`src/rtl/vacc_baseline_reader.sv`:
```
//------------------------------------------------------------------------------
// vacc_baseline_reader: scans antenna pairs of a completed accumulator buffer
// and streams tagged signed products. Optional: VACC_READER_CROSS_ONLY_EN.
// Revision: 1.0
//------------------------------------------------------------------------------
`default_nettype none

module vacc_baseline_reader #(
  parameter int ACC_WIDTH       = 12,
  parameter int VECTOR_LENGTH   = 32,
  localparam int VECTOR_LEN_BITS = $clog2(VECTOR_LENGTH)
) (
  input  logic                          clk,
  input  logic                          rst,
  input  logic                          trig,
  input  logic                          trig_buf,
  output logic [VECTOR_LEN_BITS-1:0]    ant_sel_a,
  output logic [VECTOR_LEN_BITS-1:0]    ant_sel_b,
  output logic                          buf_sel,
  input  logic signed [ACC_WIDTH-1:0]   din_a,
  input  logic signed [ACC_WIDTH-1:0]   din_b,
  output logic signed [2*ACC_WIDTH-1:0] prod_out,
  output logic                          prod_valid,
  output logic [VECTOR_LEN_BITS-1:0]    prod_ant_a,
  output logic [VECTOR_LEN_BITS-1:0]    prod_ant_b,
  output logic                          prod_last,
  output logic                          busy,
  output logic                          overflow
);

  localparam logic [VECTOR_LEN_BITS-1:0] ANT_MAX = VECTOR_LEN_BITS'(VECTOR_LENGTH - 1);
`ifdef VACC_READER_CROSS_ONLY_EN
  localparam logic [VECTOR_LEN_BITS-1:0] FIRST_B  = VECTOR_LEN_BITS'(1);
  localparam logic [VECTOR_LEN_BITS-1:0] LAST_A   = VECTOR_LEN_BITS'(VECTOR_LENGTH - 2);
  localparam logic [VECTOR_LEN_BITS-1:0] ROW_STEP = VECTOR_LEN_BITS'(2);
`else
  localparam logic [VECTOR_LEN_BITS-1:0] FIRST_B  = VECTOR_LEN_BITS'(0);
  localparam logic [VECTOR_LEN_BITS-1:0] LAST_A   = VECTOR_LEN_BITS'(VECTOR_LENGTH - 1);
  localparam logic [VECTOR_LEN_BITS-1:0] ROW_STEP = VECTOR_LEN_BITS'(1);
`endif

  typedef enum logic [1:0] {
    IDLE  = 2'd0,
    SCAN  = 2'd1,
    DRAIN = 2'd2
  } state_t;

  state_t                                 state_q, state_d;
  logic [VECTOR_LEN_BITS-1:0]             a_q, a_d, b_q, b_d;
  logic                                   buf_sel_q, buf_sel_d;
  logic                                   overflow_q, overflow_d;
  logic [2:0]                             vld_q, vld_d;
  logic [2:0]                             last_q, last_d;
  logic [2:0][VECTOR_LEN_BITS-1:0]        tag_a_q, tag_a_d, tag_b_q, tag_b_d;
  logic signed [2*ACC_WIDTH-1:0]          prod_q, prod_d;
  logic signed [2*ACC_WIDTH-1:0]          ext_a, ext_b;
  logic                                   issue, last_issue;

  always_comb begin
    state_d    = state_q;
    a_d        = a_q;
    b_d        = b_q;
    buf_sel_d  = buf_sel_q;
    overflow_d = overflow_q | (trig && (state_q != IDLE));
    issue      = (state_q == SCAN);
    last_issue = issue && (a_q == LAST_A) && (b_q == ANT_MAX);

    case (state_q)
      IDLE: begin
        if (trig) begin
          buf_sel_d = trig_buf;
          a_d       = '0;
          b_d       = FIRST_B;
          state_d   = SCAN;
        end
      end
      SCAN: begin
        // The final pair stays on the address bus through DRAIN.
        if (last_issue) begin
          state_d = DRAIN;
        end else if (b_q != ANT_MAX) begin
          b_d = b_q + VECTOR_LEN_BITS'(1);
        end else begin
          a_d = a_q + VECTOR_LEN_BITS'(1);
          b_d = a_q + ROW_STEP;
        end
      end
      DRAIN: begin
        if (vld_q[2] && last_q[2]) state_d = IDLE;
      end
      default: state_d = IDLE;
    endcase
  end

  // Tag pipeline: stage 0 lines up with the BRAM address register, stage 2
  // with the product register, so tags leave together with their product.
  always_comb begin
    vld_d   = {vld_q[1:0], issue};
    last_d  = {last_q[1:0], last_issue};
    tag_a_d = {tag_a_q[1:0], a_q};
    tag_b_d = {tag_b_q[1:0], b_q};
    ext_a   = (2*ACC_WIDTH)'(din_a);
    ext_b   = (2*ACC_WIDTH)'(din_b);
    prod_d  = vld_q[1] ? (ext_a * ext_b) : prod_q;
  end

  always_ff @(posedge clk or posedge rst) begin
    if (rst) begin
      state_q    <= IDLE;
      a_q        <= '0;
      b_q        <= '0;
      buf_sel_q  <= 1'b0;
      overflow_q <= 1'b0;
      vld_q      <= '0;
      last_q     <= '0;
      tag_a_q    <= '0;
      tag_b_q    <= '0;
      prod_q     <= '0;
    end else begin
      state_q    <= state_d;
      a_q        <= a_d;
      b_q        <= b_d;
      buf_sel_q  <= buf_sel_d;
      overflow_q <= overflow_d;
      vld_q      <= vld_d;
      last_q     <= last_d;
      tag_a_q    <= tag_a_d;
      tag_b_q    <= tag_b_d;
      prod_q     <= prod_d;
    end
  end

  assign ant_sel_a  = a_q;
  assign ant_sel_b  = b_q;
  assign buf_sel    = buf_sel_q;
  assign prod_out   = prod_q;
  assign prod_valid = vld_q[2];
  assign prod_last  = vld_q[2] & last_q[2];
  assign prod_ant_a = tag_a_q[2];
  assign prod_ant_b = tag_b_q[2];
  assign busy       = (state_q != IDLE);
  assign overflow   = overflow_q;

endmodule

`default_nettype wire

```
`config.mk`:
```
export PLATFORM = sky130hd
export DESIGN_NAME = vacc_baseline_reader
export DESIGN_NICKNAME = d
export VERILOG_FILES = /design/src/rtl/vacc_baseline_reader.sv
export SDC_FILE = /design/constraint.sdc
export NUM_CORES = 1
export LEC_CHECK = 0
export CAP_MARGIN = 40
export CORE_ASPECT_RATIO = 1.5
export CORE_MARGIN = 2
export CORE_UTILIZATION = 30
export CTS_CLUSTER_SIZE = 25
export DETAILED_ROUTE_END_ITERATION = 6
export PLACE_DENSITY_LB_ADDON = 0.25
export SYNTH_ARGS = -nofsm -noshare
export SYNTH_HDL_FRONTEND = slang
export SYNTH_SLANG_ARGS = --single-unit
```
`constraint.sdc`:
```
create_clock -name clk -period 3.1 [get_ports clk]
set_input_delay 0.465 -clock clk [delete_from_list [all_inputs] [get_ports clk]]
set_output_delay 0.465 -clock clk [all_outputs]
set_load 0.01 [all_outputs]
```
Yosys cells after proc, flatten, opt, wreduce, memory -nomap -nowiden:

Cells that the tools add are included.
W data, S select, Z words.

* equal/unequal tests: 10
* multiply operators: 1
* bitwise logic cells: 2
* reductions and logical operators: 11
* $add $sub $neg: 2
* muxes and demuxes: 11

Operator list (count)
* $mux W5: 5
* $mul A12 B12 Y24: 1
* $pmux W5 S2: 2
* $add A5 B1 Y5 const B: 2
* $eq A5 B5 Y1 const B: 2
* $ne A2 B2 Y1 const B: 4
* $mux W2: 3
* $pmux W2 S3: 1
* $reduce_and A3 Y1: 2
* $ne A5 B5 Y1 const B: 1
* $logic_and A1 B1 Y1: 4
* $reduce_and A4 Y1: 1
* $reduce_bool A2 Y1: 2
* $eq A2 B1 Y1 const B: 1
* $eq A2 B2 Y1 const B: 1
* $logic_not A2 Y1: 1
* $ne A2 B1 Y1 const B: 1
* $reduce_and A2 Y1: 1
* $and A1 B1 Y1: 1
* $or A1 B1 Y1: 1

* register bits: 74
* output and inout port bits: 49

Depth between registers and ports, before layout:

* depth in word-level cells: 5
* mapped depth: 19
* mapped depth without buffers: 19

Worst setup path after synthesis:

No wires, ideal clock.

* kind: input port to flip-flop
* start point: input port din_b[3]
* end point: register prod_q[23], in the netlist prod_out[23]
* required time: 2.959 ns
* stages: 19
* data arrival time: 5.021 ns
* path slack: -2.062 ns
* cells stage by stage: clkbuf_1 nand2_1 fa_1 inv_1 fa_1 inv_1 fa_1 inv_1 fa_1 inv_1 fa_1 inv_1 ha_1 o21a_1 o21ai_0 nor2_1 o21ai_1 a21o_1 a31oi_1

* longest elaborated chain between the ends: 1

Ends and longest elaborated chain
* start: declaration: line 21 `input logic signed [ACC_WIDTH-1:0] din_b,`
* $mul A12 B12 Y24: line 104 `prod_d = vld_q[1] ? (ext_a * ext_b) : prod_q;`
* end signal: assignment: line 129 `prod_q <= prod_d;`
* end: declaration: line 55 `logic signed [2*ACC_WIDTH-1:0] prod_q, prod_d;`

Every way passes these cells.
A chain may end at the register's enable or synchronous reset.

Worst setup path after layout:

* start point: input port din_b[9]
* end point: register prod_q[23], in the netlist prod_out[23]

Same word-level chain as after synthesis.

==> key figures <==
Detailed routing
  – Starting DRT DRC Count: around 160
  – Routed Wire Length: 20500 µm
  – Pre-Repair DR Iteration Count: 4
  – Via Count: approximately 6200
  – Drt drc: 0
  – WL/cell: about 15 µm
  – Via density: 4.43
  – Routed Antenna Nets: 0

Critical path
  – Critical path's slowest cell: fa_1
  – Kind of critical path: primary input to flop
  – Critical path launch point type: primary input
  – Worst path cell trace: buf_4, and2_4, fa_1, fa_1, fa_1, fa_1, inv_2, fa_1, inv_2, ha_4, o21ai_2, a211o_4, a211oi_4, buf_6, buf_6, o21ai_2, a21o_1, a31oi_1
  – Worst Setup End Kind: flop
  – Cell repeated most along the worst path: fa_1
  – Critical path buffer and inverter count: 5
  – Delay-heaviest family, CP: adder cells
  – Max incr delay on CP: around 0.55 ns
  – Worst Path Arrival: approximately 4.9 ns
  – CP max FO: 7
  – CP required: approximately 3.4 ns
  – Register-to-register setup slack: between 0.8 and 0.9 ns

Global routing
  – Vias in the first global route: just under 7000
  – GRT overflow: 0
  – First-pass GRT wire length: ~34000 µm
  – Initial antenna violation count: 0
  – GRT Total Usage: 14.8%
  – Largest net degree at the start of global routing: 37

Finish
  – Multi-input gate area: ~6300 µm²
  – Ant. Diodes: 0
  – Final-layout fill cell count: around 2600
  – Nets: 1268
  – Share of layout cells above drive strength 1: 39.0%
  – Area delta synth->final: 45.5%
  – Storage cell area: ~1900 µm²

CTS
  – CTS tree: done
  – H-tree lvl count: 3
  – CTS Buf Count: 9
  – Clock buffer depth: 2
  – Clk_lat worst skew: ~0.32 ns
  – Number of clock sinks: between 70 and 80
  – Clk slew on worst S/H paths: roughly 0.060 ns
  – Root Driver: clkbuf_16

STA
  – Worst Slack Setup Final: -1.56 ns
  – # setup viols final: 18
  – Max frequency: ~210 MHz
  – Max-slew headroom: approximately two thirds
  – Worst-margin pin slew: 0.526 ns
  – Fin crit period: ~4.7 ns
  – RSZ-0062 raised after global routing: true
  – Hold_ws: 0.345 ns
  – Final hold vios: 0
  – Worst clock skew: ~0.0046 ns
  – Final Max Tran Viols: 0
  – Final Cycle Share: 150%

Floorplanning
  – Chip width: around 140 µm
  – Boundary Pins: between 70 and 80
  – Die height: approximately 210 µm
  – Initial core utilization: a little under a third
  – DIE AREA: about 29000 µm²
  – Row count: 74
  – Core area: ~27000 µm²

Synthesis
  – Synth Register Bits: 74
  – Number of library cell types mapped by synthesis: 50
  – Sequential element share of the synthesized area: 22.6%
  – Synth Area per Inst: approximately 9.7 µm²
  – Post-synth top flop: dfrtp_1
  – Post-synth EDFFs: 0
  – Synth Instances: 843
  – Mapped Nets: 1064
  – Cell area after synthesis: ~8000 µm²
  – Share of synthesized registers carrying an async set or reset: 100%
  – Synth warnings: 0

Run status
  – Failing checks: negative setup slack
  – Status: finished, violations left

Place
  – Final HPWL DP: around 17000 µm
  – Port buffer count: 76
  – Routability Congestion: ~0.79

Min path
  – Hold WC Path Type: flop to flop

Run
  – Max-Cap Viols: 0
layout make-up:
type	instances	area share (%)
clock buffer	10	1.92
multi-input combinational	538	53.0
tap	342	3.60
timing repair buffer	234	19.3
inverter	190	6.11
clock inverter	5	0.473
sequential	74	15.6
worst reg2reg max path, cell delays in order (launching register included):
cell	delay [ns]
dfrtp_1	0.47
ha_1	0.29
and3_1	0.20
ha_1	0.19
and3_4	0.15
or3_1	0.50
o21ai_0	0.21
o31ai_1	0.09
cell usage in the layout (no fill, tap or decap), types with 14 or more instances in the layout:
| master | instances |
|---|---|
| buf_4 | 99 |
| clkdlybuf4s50_1 | 52 |
| ha_1 | 23 |
| nand2_2 | 27 |
| inv_1 | 137 |
| nor2_1 | 21 |
| nand2_4 | 16 |
| inv_2 | 48 |
| ha_4 | 28 |
| fa_1 | 124 |
| buf_6 | 57 |
| fa_2 | 14 |
| nand2_1 | 72 |
| dfrtp_1 | 74 |
| and2_1 | 31 |
stage by stage:
stage / TNS (ns) / worst slack (ns) / cell area (µm²) / cells / util, %
detailed placement: -41.73 / -2.64 / 10500 / 1331 / 38.9
CTS: -24.50 / -1.75 / 11500 / 1386 / 42.5
floorplan: -21.82 / -1.56 / 8880 / 843 / -
global placement: -41.53 / -2.67 / 10500 / 1331 / 38.9
finish: -23.22 / -1.56 / 11900 / 1393 / 44.0
global route: -25.79 / -1.68 / 11900 / 1393 / 44.0
synthesized netlist by cell type, drive strengths merged (5+ instances only):
cell    count  area [µm²]
xor2        5        43.8
nand2     115         432
a31oi       6        37.5
nor2       25        93.8
fa        138        2760
o31ai       7        52.6
nand2b      6        37.5
a211oi      5        42.5
buf        13         103
inv       188         708
a21o       10        75.1
o21ai      27         135
and2       43         269
nand3       8        40.0
clkbuf     28         105
dfrtp      74        1850
or3         5        32.5
mux2       12         135
ha         55         688
xnor2      15         131
a21oi      16        83.8
nor3        6        30.0
path summary, 6_finish.rpt:
| path | startpoint | depth (start not counted) | to |
|---|---|---|---|
| max | din_b[9] | 18 | prod_out[23] |
| min | tag_b_d[10] | 0 | prod_ant_b[0] |
| max reg2reg | ant_sel_a[0] | 7 | ant_sel_b[2] |
| min reg2reg | tag_b_d[10] | 0 | prod_ant_b[0] |
| max in group asynchronous | rst | 3 | tag_b_d[8] |
| min in group asynchronous | rst | 2 | prod_out[2] |
metal layers:
metal	up-vias	GRT usage, %	part of all wire (%)
met5	-	0	0
met4	0	4.33	2.0
met3	21	2.18	3.5
met2	87	28.1	56
met1	3107	17.2	39
li1	2957	-	-
logic make-up (layout without fill, tap and decap cells):
| group | count (synthesis) | count (layout) | synth area share, % |
|---|---|---|---|
| mux | 15 | 15 | 2.02 |
| simple gates | 224 | 224 | 12.8 |
| xor+xnor | 20 | 20 | 2.14 |
| fa+ha+maj | 193 | 193 | 42.2 |
| buf+inv | 231 | 439 | 11.3 |
| flops | 74 | 74 | 22.6 |
| compound gates | 86 | 86 | 6.93 |
state kept, by name, indices dropped and copies added, names as in the netlist:
signal	cells
ant_sel_a	5
overflow	1
tag_b_d	10
prod_out	24
prod_ant_b	5
state_q	2
tag_a_d	10
buf_sel	1
last_q	3
ant_sel_b	5
prod_ant_a	5
vld_q	3
timing repair:
action	4_1_cts	5_1_grt
pin swaps	76	80
gates resized for setup	218	122
setup endpoints to repair	20	19
hold endpoints to repair	0	0
hold buffers	0	0
setup buffers	43	17
Power is not shown: default switching activity piles up to over one toggle a cycle in this logic, so the estimate is an artifact.
